File: src/rtl/aes_dec_stream.sv
`timescale 1ns/1ps
// -----------------------------------------------------------------------------
// aes_dec_stream
// Byte-stream wrapper around an external fixed-latency AES-128 decrypt core.
// Collects 16 ciphertext bytes into a block and hands it to the core. It then
// captures the plaintext exactly LATENCY cycles later and streams it out a
// byte at a time, most significant byte first.
//
// Ports
//   clk, rst_n    : clock (rising edge) and asynchronous active-low reset
//   iKeyLoad      : one-cycle strobe, latches iKeyIn and restarts key warm-up
//   iKeyIn        : new 128-bit key
//   oKey          : registered key to the core
//   oKeyReady     : high once the key has been stable for WARMUP cycles
//   iInData/iInValid/oInReady   : ciphertext byte stream (valid/ready)
//   oCiphertext   : registered block to the core
//   iPlaintext    : plaintext from the core
//   oOutData/oOutValid/iOutReady: plaintext byte stream (valid/ready)
// -----------------------------------------------------------------------------
module aes_dec_stream #(
  parameter int unsigned LATENCY = 10,
  parameter int unsigned WARMUP  = 10
) (
  input  logic         clk,
  input  logic         rst_n,
  input  logic         iKeyLoad,
  input  logic [127:0] iKeyIn,
  output logic [127:0] oKey,
  output logic         oKeyReady,
  input  logic [7:0]   iInData,
  input  logic         iInValid,
  output logic         oInReady,
  output logic [127:0] oCiphertext,
  input  logic [127:0] iPlaintext,
  output logic [7:0]   oOutData,
  output logic         oOutValid,
  input  logic         iOutReady
);

  localparam int WCW = $clog2(WARMUP + 1);

  typedef enum logic [1:0] {
    S_NOKEY  = 2'd0,
    S_WARMUP = 2'd1,
    S_RUN    = 2'd2
  } state_e;

  state_e             state_q;
  logic [WCW-1:0]     wcnt_q;
  logic [127:0]       key_q;
  logic [127:0]       asm_q;
  logic [3:0]         bcnt_q;
  logic               pending_q;
  logic [127:0]       ct_q;
  logic [LATENCY-1:0] tag_q;
  logic [127:0]       buf_q;
  logic               full_q;
  logic [3:0]         k_q;

  logic         in_ready;
  logic         accept;
  logic         last_byte;
  logic         in_flight;
  logic         issue;
  logic         capture;
  logic         out_hs;
  logic [127:0] asm_d;
  logic [6:0]   out_sel;

  assign in_ready  = (state_q == S_RUN) & ~pending_q;
  assign accept    = iInValid & in_ready;
  assign last_byte = accept & (bcnt_q == 4'd15);
  assign asm_d     = {asm_q[119:0], iInData};
  assign in_flight = |tag_q;
  // A block can go out the same cycle its last byte arrives; a key load aborts it.
  assign issue     = (pending_q | last_byte) & ~in_flight & ~full_q & ~iKeyLoad;
  assign capture   = tag_q[LATENCY-1];
  assign out_hs    = full_q & iOutReady;
  // Byte k sits at bit 8*(15-k); for a 4-bit k, 15-k is simply ~k.
  assign out_sel   = {~k_q, 3'b000};

  // Key FSM: key load from any state restarts warm-up; RUN after WARMUP cycles.
  always_ff @(posedge clk or negedge rst_n) begin
    if (!rst_n) begin
      state_q <= S_NOKEY;
      wcnt_q  <= '0;
      key_q   <= 128'd0;
    end else if (iKeyLoad) begin
      state_q <= S_WARMUP;
      wcnt_q  <= '0;
      key_q   <= iKeyIn;
    end else begin
      case (state_q)
        S_WARMUP: begin
          if (wcnt_q == WCW'(WARMUP - 1)) begin
            state_q <= S_RUN;
          end else begin
            wcnt_q <= wcnt_q + WCW'(1);
          end
        end
        S_NOKEY: state_q <= S_NOKEY;
        S_RUN:   state_q <= S_RUN;
        default: state_q <= S_NOKEY;
      endcase
    end
  end

  // Datapath: byte assembly, issue, latency tag pipe and output buffer.
  always_ff @(posedge clk or negedge rst_n) begin
    if (!rst_n) begin
      asm_q     <= 128'd0;
      bcnt_q    <= 4'd0;
      pending_q <= 1'b0;
      ct_q      <= 128'd0;
      tag_q     <= '0;
      buf_q     <= 128'd0;
      full_q    <= 1'b0;
      k_q       <= 4'd0;
    end else if (iKeyLoad) begin
      // Abort: drop partial block, in-flight block and undrained output.
      bcnt_q    <= 4'd0;
      pending_q <= 1'b0;
      tag_q     <= '0;
      full_q    <= 1'b0;
      k_q       <= 4'd0;
    end else begin
      if (accept) begin
        asm_q  <= asm_d;
        bcnt_q <= bcnt_q + 4'd1;
      end
      pending_q <= (pending_q | last_byte) & ~issue;
      if (issue) begin
        // No byte can be accepted while pending, so asm_q is complete then.
        ct_q <= pending_q ? asm_q : asm_d;
      end
      tag_q <= (tag_q << 1) | LATENCY'(issue);
      if (capture) begin
        buf_q  <= iPlaintext;
        full_q <= 1'b1;
        k_q    <= 4'd0;
      end else if (out_hs) begin
        k_q <= k_q + 4'd1;
        if (k_q == 4'd15) begin
          full_q <= 1'b0;
        end
      end
    end
  end

  assign oKey        = key_q;
  assign oKeyReady   = (state_q == S_RUN);
  assign oInReady    = in_ready;
  assign oCiphertext = ct_q;
  assign oOutValid   = full_q;
  assign oOutData    = buf_q[out_sel +: 8];

endmodule

File: config.mk
export PLATFORM = sky130hd
export DESIGN_NAME = aes_dec_stream
export DESIGN_NICKNAME = d
export VERILOG_FILES = /design/src/rtl/aes_dec_stream.sv
export SDC_FILE = /design/constraint.sdc
export NUM_CORES = 1
export LEC_CHECK = 0
export BUFFER_PORTS_ARGS = -buffer_cell sky130_fd_sc_hd__buf_4
export CAP_MARGIN = 20
export CORE_MARGIN = 2
export CORE_UTILIZATION = 54
export CTS_CLUSTER_DIAMETER = 30
export DETAILED_ROUTE_END_ITERATION = 7
export PLACE_DENSITY = 0.8
export REMOVE_ABC_BUFFERS = 1
export SLEW_MARGIN = 20
export SYNTH_ARGS = -nofsm -noshare
export SYNTH_HDL_FRONTEND = slang
export SYNTH_SLANG_ARGS = --single-unit
File: constraint.sdc
create_clock -name clk -period 2 [get_ports clk]
set_input_delay 0.2 -clock clk [delete_from_list [all_inputs] [get_ports clk]]
set_output_delay 0.2 -clock clk [all_outputs]
set_load 0.05 [all_outputs]
# Word-level counts from Yosys, hierarchy flattened
# Cells that the tools add are included.
# totals
word_cells,66
register_bits,538
out_inout_bits,267
# classes
mux,18
n_bitwise,16
n_reduce_logical,10
n_eq_ne,7
addsub,3
shifts,1
# ops
op,count
two-way mux 128 bit,1
variable part select 128 x 8 -> 8 bit,1
two-way mux 4 bit,8
adder 4 x 1 -> 4 bit (second input constant),3
equality test 4 bit (second input constant),3
two-way mux 10 bit,1
bitwise OR 10 x 1 -> 10 bit,1
AND reduction 2 bit,5
OR reduction 10 bit,1
bitwise AND 1 bit,8
nonzero test 3 bit,2
two-way mux 1 bit,5
inverter 1 bit,5
two-way mux 2 bit,2
inverter 4 bit,1
one-hot mux 2 bit (2 select lines),1
nonzero test 2 bit,2
!= test 3 bit (second input constant),1
equality test 2 x 1 -> 1 bit (second input constant),1
equality test 2 bit (second input constant),1
!= test 2 bit (second input constant),1
bitwise OR 1 bit,1

# Depth between registers and ports, before layout
# Gate-level depths: netlist of the first run.
# depth
depth_word,11
depth_mapped,8
ltp_nobuf,6

# Least setup slack after synthesis of the first run
# OpenSTA, ideal clock, no wires.
# synth_timing
path_type,register -> register
from,register state_q[0]
to,register asm_q[107]
required_time_ns,1.875
setup_ns,0.125
stages_incl_launch_ff,9
arrival_ns,2.766
n_path_buf,2
slack_ns,-0.891
period_less_slack_ns,2.891
path_cell_list,dfrtp_1 > inv_1 > ha_1 > nor2b_1 > nand2_1 > nor2_1 > buf_2 > buf_4 > mux2_2
# synth_via
elab_chain_cells,4
# synth_rtl
item,line_no,source
from (decl),48,state_e state_q;
from (signal assigned),85,state_q <= S_NOKEY;
from (signal assigned),89,state_q <= S_WARMUP;
from (signal assigned),96,state_q <= S_RUN;
equality test 2 bit,--,
net oKeyReady,29,"output logic oKeyReady,"
bitwise AND 1 bit,70,assign in_ready = (state_q == S_RUN) & ~pending_q;
net oInReady,32,"output logic oInReady,"
bitwise AND 1 bit,71,assign accept = iInValid & in_ready;
AND reduction 2 bit (no source line),--,
to (signal assigned),128,asm_q <= asm_d;
to (decl),51,logic [127:0] asm_q;
# The timed path passes the listed nets, and every way through them passes these cells.
# A chain may end at the register's enable or synchronous reset.

# Worst setup path after layout of the first run
# layout_timing
from,register k_q[0]
to,output port oOutData[4]
# layout_via
elab_chain_cells,2
# layout_rtl
item,line_no,source
from (decl),58,logic [3:0] k_q;
from (signal assigned),142,k_q <= k_q + 4'd1;
inverter 4 bit,80,"assign out_sel = {~k_q, 3'b000};"
variable part select 128 x 8 -> 8 bit,155,assign oOutData = buf_q[out_sel +: 8];
to (decl),35,"output logic [7:0] oOutData,"
# No other way between the ends.

==> results of run 1 <==
[cell usage in the layout (no fill, tap or decap), types with 9 or more instances in the layout]
cell type      count
buf_4            576
mux2_2           540
dfrtp_1          535
dlygate4sd3_1    270
clkbuf_16        123
mux2_4            90
buf_12            29
mux4_2            24
clkbuf_8          21
clkinv_2          21
mux2i_1           20
bufinv_16         17
clkinvlp_4        15
clkbuf_1          13
buf_6             13
nor2b_1           10
mux2_1            10
nor2_1             9
[cell type report]
| type | count | area (µm²) |
|---|---|---|
| Clock buffer | 152 | 3290 |
| Multi-Input combinational cell | 783 | 9090 |
| Sequential cell | 538 | 13500 |
| Timing Repair Buffer | 899 | 8030 |
| Inverter | 4 | 15.0 |
| Tap cell | 539 | 674 |
| Clock inverter | 65 | 855 |
| Antenna cell | 2 | 5.00 |
| Fill cell | 1834 | 6610 |
[how the worst min path moves through the flow]
stage	from	end	slack, ps	depth (start not counted)
global route	rst_n	asm_q[36]$_DFFE_PN0P_	110	2
global placement	rst_n	oCiphertext[36]$_DFFE_PN0P_	160	1
CTS	rst_n	asm_q[36]$_DFFE_PN0P_	80	2
floorplan	rst_n	asm_q[0]$_DFFE_PN0P_	-100	0
finish	rst_n	buf_q[102]$_DFFE_PN0P_	100	2
detailed placement	rst_n	oCiphertext[118]$_DFFE_PN0P_	160	1
[metrics by stage]
stage	hold slack, ps	power, mW	TNS [ps]	std cells	util
6_report	97.6	36.0	-4410	2982	0.843
5_1_grt	108	36.9	-5040	2982	0.843
4_1_cts	84.0	35.6	-4220	2965	0.834
3_5_place_dp	162	15.2	-1110	2474	0.669
3_3_place_gp	159	15.1	-636	2474	0.669
2_1_floorplan	-95.6	13.6	-2173740	1325	-
[critical path, stage by stage (launching register included)]
cell     delay (ps)
dfrtp_2         400
buf_6           160
buf_4           130
mux4_2          540
a32oi_1         180
o21ai_1         160
buf_6           210
[routing by layer]
layer  global-route usage  up-vias  routed length (µm)
met4                0.191        4                4620
met2                0.617      770               41000
li1                     -     7037                   -
met5                    0        -                  30
met3                0.102      317                5330
met1                0.370     8651               27300
[flip-flops by register name, indices dropped and copies added (netlist names)]
| signal | cells |
|---|---|
| pending_q | 1 |
| state_q | 2 |
| oOutValid | 1 |
| bcnt_q | 4 |
| tag_q | 10 |
| buf_q | 128 |
| asm_q | 128 |
| wcnt_q | 4 |
| oKey | 128 |
| k_q | 4 |
| oCiphertext | 128 |
[report_power, final]
group / total (mW) / switching, mW / internal (mW)
registers: 11.9 / 0.461 / 11.4
logic: 3.90 / 2.12 / 1.78
clock network: 20.2 / 6.50 / 13.7
total: 36.0 / 9.08 / 26.9
[what timing repair did]
item	CTS	global route
gates cloned	1	5
endpoints found under the hold margin	662	0
endpoints found under the setup margin	57	119
hold buffers	270	0
gates resized for setup	16	28
pin swaps	5	4
setup buffers	3	10
[logic make-up (layout without fill, tap and decap cells)]
kind of cell               count (synthesis)  count (layout)  share of synthesized area
AOI/OAI and AO/OA                         32              32                    0.00999
muxes                                    689             689                      0.362
adders and majority gates                  6               6                    0.00326
xor gates and xnor gates                   9               9                    0.00342
DFF                                      538             538                      0.584
and+or+nand+nor                           47              47                     0.0110
other                                      0               2                          0
buffers and inverters                     89            1120                     0.0267
==> summary by stage, run 1 <==
Status
The run finished, with violations left. The final reports fail on negative setup slack.

Pwr
The total power per unit cell area is 1020 nW/µm². In this run the static leakage power is around 17 nW. The largest voltage drop on the vdd net is about 0.00078 V.

Critical path
For flop-to-flop paths, the worst setup slack is 60 ps. For the worst setup path, the data arrival time is approximately 2400 ps. The class of the most critical setup path is reg2out. The launch instance of the worst register-to-register path is bcnt_q[0]$_DFFE_PN0P_. The startpoint of the most critical setup path is k_q[0]$_DFFE_PN0P_.

The endpoint kind of the worst setup timing path is an output pin. The count of cells along the worst register-to-register path is 7. Of all nets on the critical path, the largest fanout is 5. The critical path capture point is oOutData[4]. The endpoint required time on the critical path is about 1800 ps.

The kind of start point of the critical path is a flop. The worst flop-to-flop path endpoint is oCiphertext[6]$_DFFE_PN0P_.

Clock network
The number of clock buffers inserted by TritonCTS is around 120. The number of H-tree levels is 3. The clock root buffer is clkbuf_16. After clock tree synthesis, the clock-pin slew on the worst setup and hold paths is ~50 ps.

Counting along the longest clock path gives a buffer depth of 3. CTS saw between 500 and 600 sinks. The TritonCTS clock tree is done. The clock insertion delay at the later pin of the skew report is about 650 ps.

Floorplan
For this design the top-level I/O count stands at between 500 and 600. The die is approximately 210 µm tall. The effective utilization at floorplan is 0.548. The placement row count is between 70 and 80.

The horizontal die dimension is about 210 µm. The core region is 42000 µm². The die covers ~44000 µm².

Timing
In this run the tightest slew margin relative to its limit is 0.496. The largest clock skew in the final design is around 36 ps. The final period demand of the worst path is 2610 ps. For the pin with the worst max-slew slack, the measured transition is approximately 760 ps. Setup repair after global routing could not meet its margin everywhere.

The worst setup margin is -611 ps. Setup violations remaining at the end of the flow were counted as 8. In the finished design, the share of the clock period the worst path needs comes to 1.31. The fmax is between 0.3 and 0.4 GHz. The total count of max-transition violations in the final report was 0. The count of endpoints failing hold in the final timing report came to 0.

Yosys
A synthesized cell averages approximately 16 µm². The primary flip-flop cell chosen by synthesis mapping is dfrtp_1. The number of warnings printed during yosys synthesis is 0. The post-synthesis cell count is 1410. Counting instances in the post-synthesis netlist gives the leading cell types as mux2_2 (540), dfrtp_1 (538), mux2_4 (90).

In the post-synthesis netlist, the cell with the most instances is mux2_2. The top-area cell type share of the netlist area is 0.584. The biggest area consumer among synthesized cells is dfrtp_1. The count of cell types in the netlist is 35. The share of the Yosys chip area taken by registers is 0.584. Summing every instance area after synthesis gives roughly 23000 µm². In the post-synthesis netlist, the biggest area contributors are dfrtp_1 (58%), mux2_2 (26%), mux2_4 (5.9%), mux4_2 (2.3%), mux2i_1 (1.1%).

The flip-flop and latch count after synthesis is ~540. The post-synthesis async set-or-reset flop share is 1.00. The number of enable flip-flop cells after synthesis is 0.

Detailed routing
For this run, design rule violations remaining after detail routing come to 0. The DRC violation total after the first TritonRoute iteration is 1015. The routed wirelength normalized by instance count is roughly 26 µm. The final routed wirelength across all metal layers is roughly 78000 µm. The detailed-route vias per instance is between 5 and 6. The total number of vias is around 17000. The number of antenna-violating nets in the routed design is 0. The first detailed-routing pass took 5 iterations.

Placed design
The congestion estimate from routability-driven global placement came to ~0.85. The post-detailed-placement half-perimeter wirelength is roughly 40000 µm. Summing all placed instances gives a cell area of approximately 28000 µm². In this run the tool buffered the top-level ports with roughly 540 buffer cells. The worst slack at placement is -187 ps.

Global route
Across every metal layer, demand over resource in global routing totals 0.347. The total overflow reported by the global router is 0. The initial antenna violation count was 4. Entering global routing, the biggest net connects roughly 130 pins. The number of global-route vias before repair is 19200. The wire length of the first global-routing pass is between 100000 and 150000 µm.

Final layout
Once layout is done, the placed cells without fillers occupy 35400 µm². After the last flow step, the layout net total stands at ~2600. The area growth from synthesis to layout is 53.7%.

Of the cells placed in the final design, the portion with a size suffix greater than 1 is 0.620.

Min path
In this run the worst hold path is classified as in2async.

Run
Across the run, the number of max-cap violations was 0.
Note: power is estimated with default switching activity, not from simulation.
==> run 2, diff against run 1 <==
--- a/config.mk
+++ b/config.mk
@@ -13,7 +13,8 @@
 export DETAILED_ROUTE_END_ITERATION = 7
 export PLACE_DENSITY = 0.8
 export REMOVE_ABC_BUFFERS = 1
-export SLEW_MARGIN = 20
+export SKIP_LAST_GASP = 1
+export SLEW_MARGIN = 15
 export SYNTH_ARGS = -nofsm -noshare
 export SYNTH_HDL_FRONTEND = slang
 export SYNTH_SLANG_ARGS = --single-unit
==> summary by stage, run 2 (synthesis gave the netlist of run 1 again) <==
Timing
The tightest slew margin relative to the limit is 0.499 (+0.00273). The tightest hold margin is 98.3 ps (+0.688 ps). The largest clock skew in the final design is 35.7 ps (+0.00930 ps).

The count of endpoints failing hold in the final timing report is 0 (unchanged). The transition time at the pin with the least slew margin is 752 ps (-4.09 ps). The total count of max-transition violations in the final report is 0 (unchanged). The aggregate negative setup slack is -4380 ps (+28.9 ps). Setup repair after global routing could not meet its margin everywhere. The share of the clock period used by the worst path after layout was 1.31 (about the same). The fmax is 0.383 GHz (about the same).

The final period demand of the worst path is 2610 ps (+0.716 ps). The count of final setup violators is 8 (unchanged). The worst setup margin was -612 ps (-0.716 ps).

Clock network
The number of H-tree levels is 3 (unchanged). The CTS clock-pin slew for the worst setup and hold paths is 50 ps (about the same). The TritonCTS clock tree is done. The clock root buffer is clkbuf_16. The number of clock buffers inserted by TritonCTS came to 116 (unchanged). The clock insertion delay at the later pin of the skew report is 650 ps (about the same). The largest buffer count on any clock path is 3 (unchanged). The total number of clock tree sinks is 538 (unchanged).

Critical path
The arrival time at the worst endpoint came to 2410 ps (about the same). STA classifies the critical path endpoint as an output pin. The kind of start point of the critical path is a flop. The class of the most critical setup path is reg2out.

The slack of the worst reg-to-reg path is 60 ps (about the same). The worst-path maximum fanout is 5 (unchanged). The endpoint required time on the critical path came to 1800 ps (about the same).

Detailed routing
The met2 wirelength from detailed routing is 41000 µm (about the same). The number of DRC violations after detailed routing is 0 (unchanged). The routed wirelength normalized by instance count is 26.3 µm (about the same). After detailed routing, no signal wire sits above met5. The number of detailed-route iterations in the first pass is 5 (unchanged). The total number of vias is 16800 (-0.14%). The met3 wirelength from detailed routing came to 5290 µm (-0.73%).

The number of antenna-violating nets in the routed design is 0 (unchanged). The detailed-route vias per instance is 5.62 (-0.14%). The final routed wirelength across all metal layers came to 78300 µm (about the same).

The DRC violation total after the first TritonRoute iteration came to 1021 (+0.59%). The wire length on met1 was 27300 µm (+0.21%).

Global route
The total global-route track usage is 0.347 (unchanged). The number of global-route vias before repair came to 19200 (unchanged). The initial antenna violation count is 4 (unchanged). The maximum number of pins on one net before global-route repair is 125 (unchanged). The wire length of the first global-routing pass is 116000 µm (unchanged). The total overflow reported by the global router is 0 (unchanged).

Final layout
The share of cells above drive strength 1 is 0.620 (unchanged). The commonest non-fill, non-tap cell in the layout is buf_4. The area growth from synthesis to layout is 53.7% (unchanged). The top cell types in the final layout, fill and taps aside, are buf_4 (576), mux2_2 (540), dfrtp_1 (535). The number of fill cells is 1834 (unchanged).

The final layout net count was 2617 (unchanged).

Floorplan
The vertical extent of the die is 211 µm (unchanged). The area enclosed by the die boundary is 44400 µm² (unchanged). The horizontal die dimension is 211 µm (unchanged).

The area of the core region was 42000 µm² (unchanged). The I/O pin total is 536 (unchanged). The effective utilization at floorplan is 0.548 (unchanged).

The placement row count is 75 (unchanged).

Pwr
The largest voltage drop on the vdd net is 0.000789 V (+0.88%). The leakage power total is 17.3 nW (unchanged). The total chip power is 36.0 mW (about the same). The total power per unit cell area is 1020 nW/µm² (about the same).

Placed design
The post-detailed-placement half-perimeter wirelength came to 40200 µm (unchanged). The worst slack at placement is -187 ps (unchanged). The final weighted congestion in routability-driven placement came to 0.849 (unchanged). The number of input and output port buffers inserted is 535 (unchanged).

Status
The final reports fail on negative setup slack. The run finished, with violations left.

Min path
The min-delay analysis places its worst path in the category in2async.

Run
The max-capacitance violation count is 0 (unchanged).
## run 2: layer usage
metal / track usage / vias to the layer above
li1: - / 7035
met1: 0.370 / 8643
met2: 0.617 / 751
met3: 0.102 / 323
met4: 0.191 / 4
met5: 0 / -
## run 2: cell type report
| type | instances | area (µm²) | area share |
|---|---|---|---|
| well taps | 539 | 674 | 0.0190 |
| clock buffers | 152 | 3290 | 0.0929 |
| flip-flops and latches | 538 | 13500 | 0.380 |
| diodes | 2 | 5.00 | 0.000141 |
| multi-input cells | 783 | 9090 | 0.256 |
| repair buffers | 899 | 8030 | 0.227 |
| inverters | 4 | 15.0 | 0.000424 |
| clock inverters | 65 | 855 | 0.0241 |
## run 2: path summary, 6_finish.rpt
kind / from / to / cells past startpoint
max reg2reg: bcnt_q[0]$_DFFE_PN0P_ / oCiphertext[6]$_DFFE_PN0P_ / 7
min reg2reg: oCiphertext[52]$_DFFE_PN0P_ / oCiphertext[52]$_DFFE_PN0P_ / 1
max: k_q[0]$_DFFE_PN0P_ / oOutData[4] / 6
min in group clk: iKeyIn[49] / oKey[49]$_DFFE_PN0P_ / 3
max in group asynchronous: rst_n / wcnt_q[1]$_DFFE_PN0P_ / 4
min: rst_n / buf_q[102]$_DFFE_PN0P_ / 2
## run 2: stage by stage
step                std cells   util  cell area (µm²)
global placement         2474  0.669            28100
detailed placement       2474  0.669            28100
global route             2982  0.843            35400
CTS                      2965  0.834            35100
finish                   2982  0.843            35400
floorplan                1325      -            22500
## run 2: worst max-delay path: stages, from the launching register on
cell and delay [ps]:
dfrtp_2 400, buf_6 160, buf_4 130, mux4_2 540, a32oi_1 180, o21ai_1 160
buf_6 210
## run 2: power by group
part           switching, mW  total (mW)  internal, mW
logic                   2.12        3.90          1.78
registers              0.461        11.9          11.4
clock network           6.50        20.2          13.7
total                   9.08        36.0          26.9
## run 2: repair_timing
| item | in CTS | in global routing |
|---|---|---|
| endpoints found under the hold margin | 662 | 0 |
| setup endpoints to repair | 57 | 119 |
| hold buffers | 270 | 0 |
| pin swaps | 5 | 4 |
| cloned | 1 | 5 |
| gates resized for setup | 16 | 28 |
| buffers inserted | 3 | 10 |
==> run 3, diff against run 2 <==
--- a/config.mk
+++ b/config.mk
@@ -12,6 +12,7 @@
 export CTS_CLUSTER_DIAMETER = 30
 export DETAILED_ROUTE_END_ITERATION = 7
 export PLACE_DENSITY = 0.8
+export RECOVER_POWER = 50
 export REMOVE_ABC_BUFFERS = 1
 export SKIP_LAST_GASP = 1
 export SLEW_MARGIN = 15
==> summary by stage, run 3 (synthesis gave the netlist of run 1 again) <==
Status
The run finished, with violations left. The final reports fail on negative setup slack.

Global route
The total global-route track usage is 0.347 (unchanged). The number of global-route vias before repair was 19200 (unchanged). The initial antenna violation count came to 4 (unchanged). The total overflow reported by the global router was 0 (unchanged). The wire length of the first global-routing pass is 116000 µm (unchanged). After global routing, the most crowded layer is met2. The met3 demand-to-capacity share in global routing is 0.102 (unchanged). The fraction of met1 tracks used by global routing is 0.370 (unchanged). The maximum number of pins on one net before global-route repair was 125 (unchanged).

The fraction of met2 tracks used by global routing is 0.617 (unchanged).

Floorplan
The vertical extent of the die was 211 µm (unchanged). The area enclosed by the die boundary came to 44400 µm² (unchanged). The horizontal die dimension is 211 µm (unchanged). The placement row count came to 75 (unchanged). The area of the core region is 42000 µm² (unchanged). The effective utilization at floorplan is 0.548 (unchanged). The I/O pin total is 536 (unchanged).

Pwr
The sequential power share was 0.331 (about the same). The leakage power total is 16.8 nW (-2.6%). The total chip power is 35.9 mW (-0.36%). The largest voltage drop on the vdd net is 0.000783 V (-0.85%).

The internal power contribution is 26.8 mW (-0.48%). The switching part of the total power was 0.253 (+0.000908). The portion of total power attributed to the clock network is 0.564 (+0.002). The switching power of the nets is 9.08 mW (about the same). The portion of total power attributed to combinational logic is 0.105 (-0.003). The total power per unit cell area is 1030 nW/µm² (+1.1%).

Timing
The total count of max-transition violations in the final report is 0 (unchanged). The largest clock skew in the final design is 37.9 ps (+2.22 ps). The share of the clock period used by the worst path after layout is 1.31 (about the same). The tightest slew margin relative to the limit is 0.0392 (-0.460). The final period demand of the worst path is 2610 ps (+2.52 ps). The count of endpoints failing hold in the final timing report is 0 (unchanged). Setup repair after global routing could not meet its margin everywhere.

The fmax is 0.383 GHz (about the same). The transition time at the pin with the least slew margin came to 1440 ps (+690 ps). The worst setup margin came to -614 ps (-2.52 ps).

The tightest hold margin is 337 ps (+239 ps). The count of final setup violators is 440 (+432).

Placed design
The post-detailed-placement half-perimeter wirelength was 40200 µm (unchanged). The worst slack at placement came to -187 ps (unchanged). The number of input and output port buffers inserted is 535 (unchanged). The final weighted congestion in routability-driven placement is 0.849 (unchanged). The cell count after placement is 2474 (unchanged).

Final layout
The share of cells above drive strength 1 was 0.576 (-0.0438). The number of fill cells is 2003 (+9.2%). The commonest non-fill, non-tap cell in the layout is mux2_2. The core utilization of the finished layout is 0.831 (-0.0120). The final layout net count is 2617 (unchanged). The top cell types in the final layout, fill and taps aside, are mux2_2 (540), dfrtp_1 (535), buf_4 (462). Relative to the synthesized area, the layout overhead comes to 51.5%. The post-layout instance count excluding filler cells was 2982 (unchanged).

Clock network
The total number of clock tree sinks came to 538 (unchanged). The largest buffer count on any clock path is 3 (unchanged). The tree is rooted in a clkbuf_16. The number of clock buffers inserted by TritonCTS is 116 (unchanged).

The TritonCTS clock tree is done. The clock insertion delay at the later pin of the skew report is 650 ps (about the same). The number of H-tree levels is 3 (unchanged). The CTS clock-pin slew for the worst setup and hold paths is 50 ps (about the same).

Critical path
The endpoint kind of the worst setup timing path is an output pin. The worst-path maximum fanout is 5 (unchanged). The arrival time at the worst endpoint is 2410 ps (about the same).

The worst flop-to-flop path endpoint is oCiphertext[48]$_DFFE_PN0P_. Tracing the worst setup path back leads to its startpoint at k_q[0]$_DFFE_PN0P_. The slack of the worst reg-to-reg path is -20 ps (-80 ps). The kind of start point of the critical path is a flop. The endpoint required time on the critical path was 1800 ps (about the same). The startpoint identified for the worst register-to-register timing path is bcnt_q[0]$_DFFE_PN0P_. The class of the most critical setup path is reg2out. The count of cells along the worst register-to-register path is 7 (unchanged).

The critical path capture point is oOutData[4].

Detailed routing
The detailed-route vias per instance came to 5.63 (+0.16%). The routed wirelength normalized by instance count is 26.3 µm (about the same). The number of antenna-violating nets in the routed design is 0 (unchanged). The total number of vias is 16800 (+0.16%). The DRC violation total after the first TritonRoute iteration is 1137 (+11%). The final routed wirelength across all metal layers is 78300 µm (about the same). The number of detailed-route iterations in the first pass is 5 (unchanged).

The number of DRC violations after detailed routing is 0 (unchanged).

Run
The max-capacitance violation count is 0 (unchanged).

Min path
The path class of the tightest hold or removal check is in2reg.
==> run 3: changes by cell type in the layout (fill, tap and decap cells not counted) <==
cell / delta
a31oi_4: -1
clkbuf_1: +106
clkbuf_2: +10
a31oi_1: +1
clkbuf_8: +3
buf_8: -1
clkbuf_4: +3
buf_6: -1
buf_12: -6
buf_4: -114
==> run 3: worst max-delay path: stages (launching register included) <==
cell and delay, ps:
dfrtp_2 400, buf_6 160, buf_4 130, mux4_2 540, a32oi_1 180, o21ai_1 160, buf_6 210
==> run 3: worst min path at each step <==
stage,cells after the start,start,end
after floorplan,0,rst_n,asm_q[0]$_DFFE_PN0P_
after global placement,1,rst_n,oCiphertext[36]$_DFFE_PN0P_
after detailed placement,1,rst_n,oCiphertext[118]$_DFFE_PN0P_
after CTS,2,rst_n,asm_q[36]$_DFFE_PN0P_
after global routing,3,iInData[6],asm_q[6]$_DFFE_PN0P_
final,3,iKeyIn[49],oKey[49]$_DFFE_PN0P_
==> run 3: power by group through the flow <==
| stage | clock network [mW] | logic [mW] | registers, mW |
|---|---|---|---|
| after floorplan | 0 | 0.865 | 12.8 |
| after global placement | 0 | 3.18 | 11.9 |
| after detailed placement | 0 | 3.24 | 11.9 |
| after CTS | 20.1 | 3.73 | 11.8 |
| after global routing | 20.9 | 3.93 | 11.9 |
| final | 20.2 | 3.76 | 11.9 |
==> run 3: per-layer routing <==
metal | up-vias | routed length (µm)
met4 | 4 | 4830
li1 | 7045 | -
met1 | 8633 | 27100
met3 | 326 | 5420
met5 | - | 30
met2 | 775 | 40900
==> run 3: cell type report <==
cell class | count | area (µm²) | area share
antenna | 2 | 5.00 | 0.000143
clock buffer | 152 | 3290 | 0.0942
clock inverter | 65 | 855 | 0.0245
inverter | 4 | 15.0 | 0.000430
multi-input combinational | 783 | 9070 | 0.260
sequential | 538 | 13500 | 0.386
tap | 539 | 674 | 0.0193
timing repair buffer | 899 | 7540 | 0.216
==> run 3: stage by stage <==
step,cell area (µm²),setup TNS [ps]
floorplan,22500,-2173740
global placement,28100,-636
detailed placement,28100,-1110
CTS,35100,-4220
global route,34900,-178720
finish,34900,-92450
==> run 3: repair_timing <==
item / in CTS / in global routing
endpoints found under the hold margin: 662 / 0
pin swaps: 5 / 4
setup endpoints to repair: 57 / 119
resized for setup: 16 / 28
hold buffers: 270 / 0
setup buffers: 3 / 10
gates cloned: 1 / 5
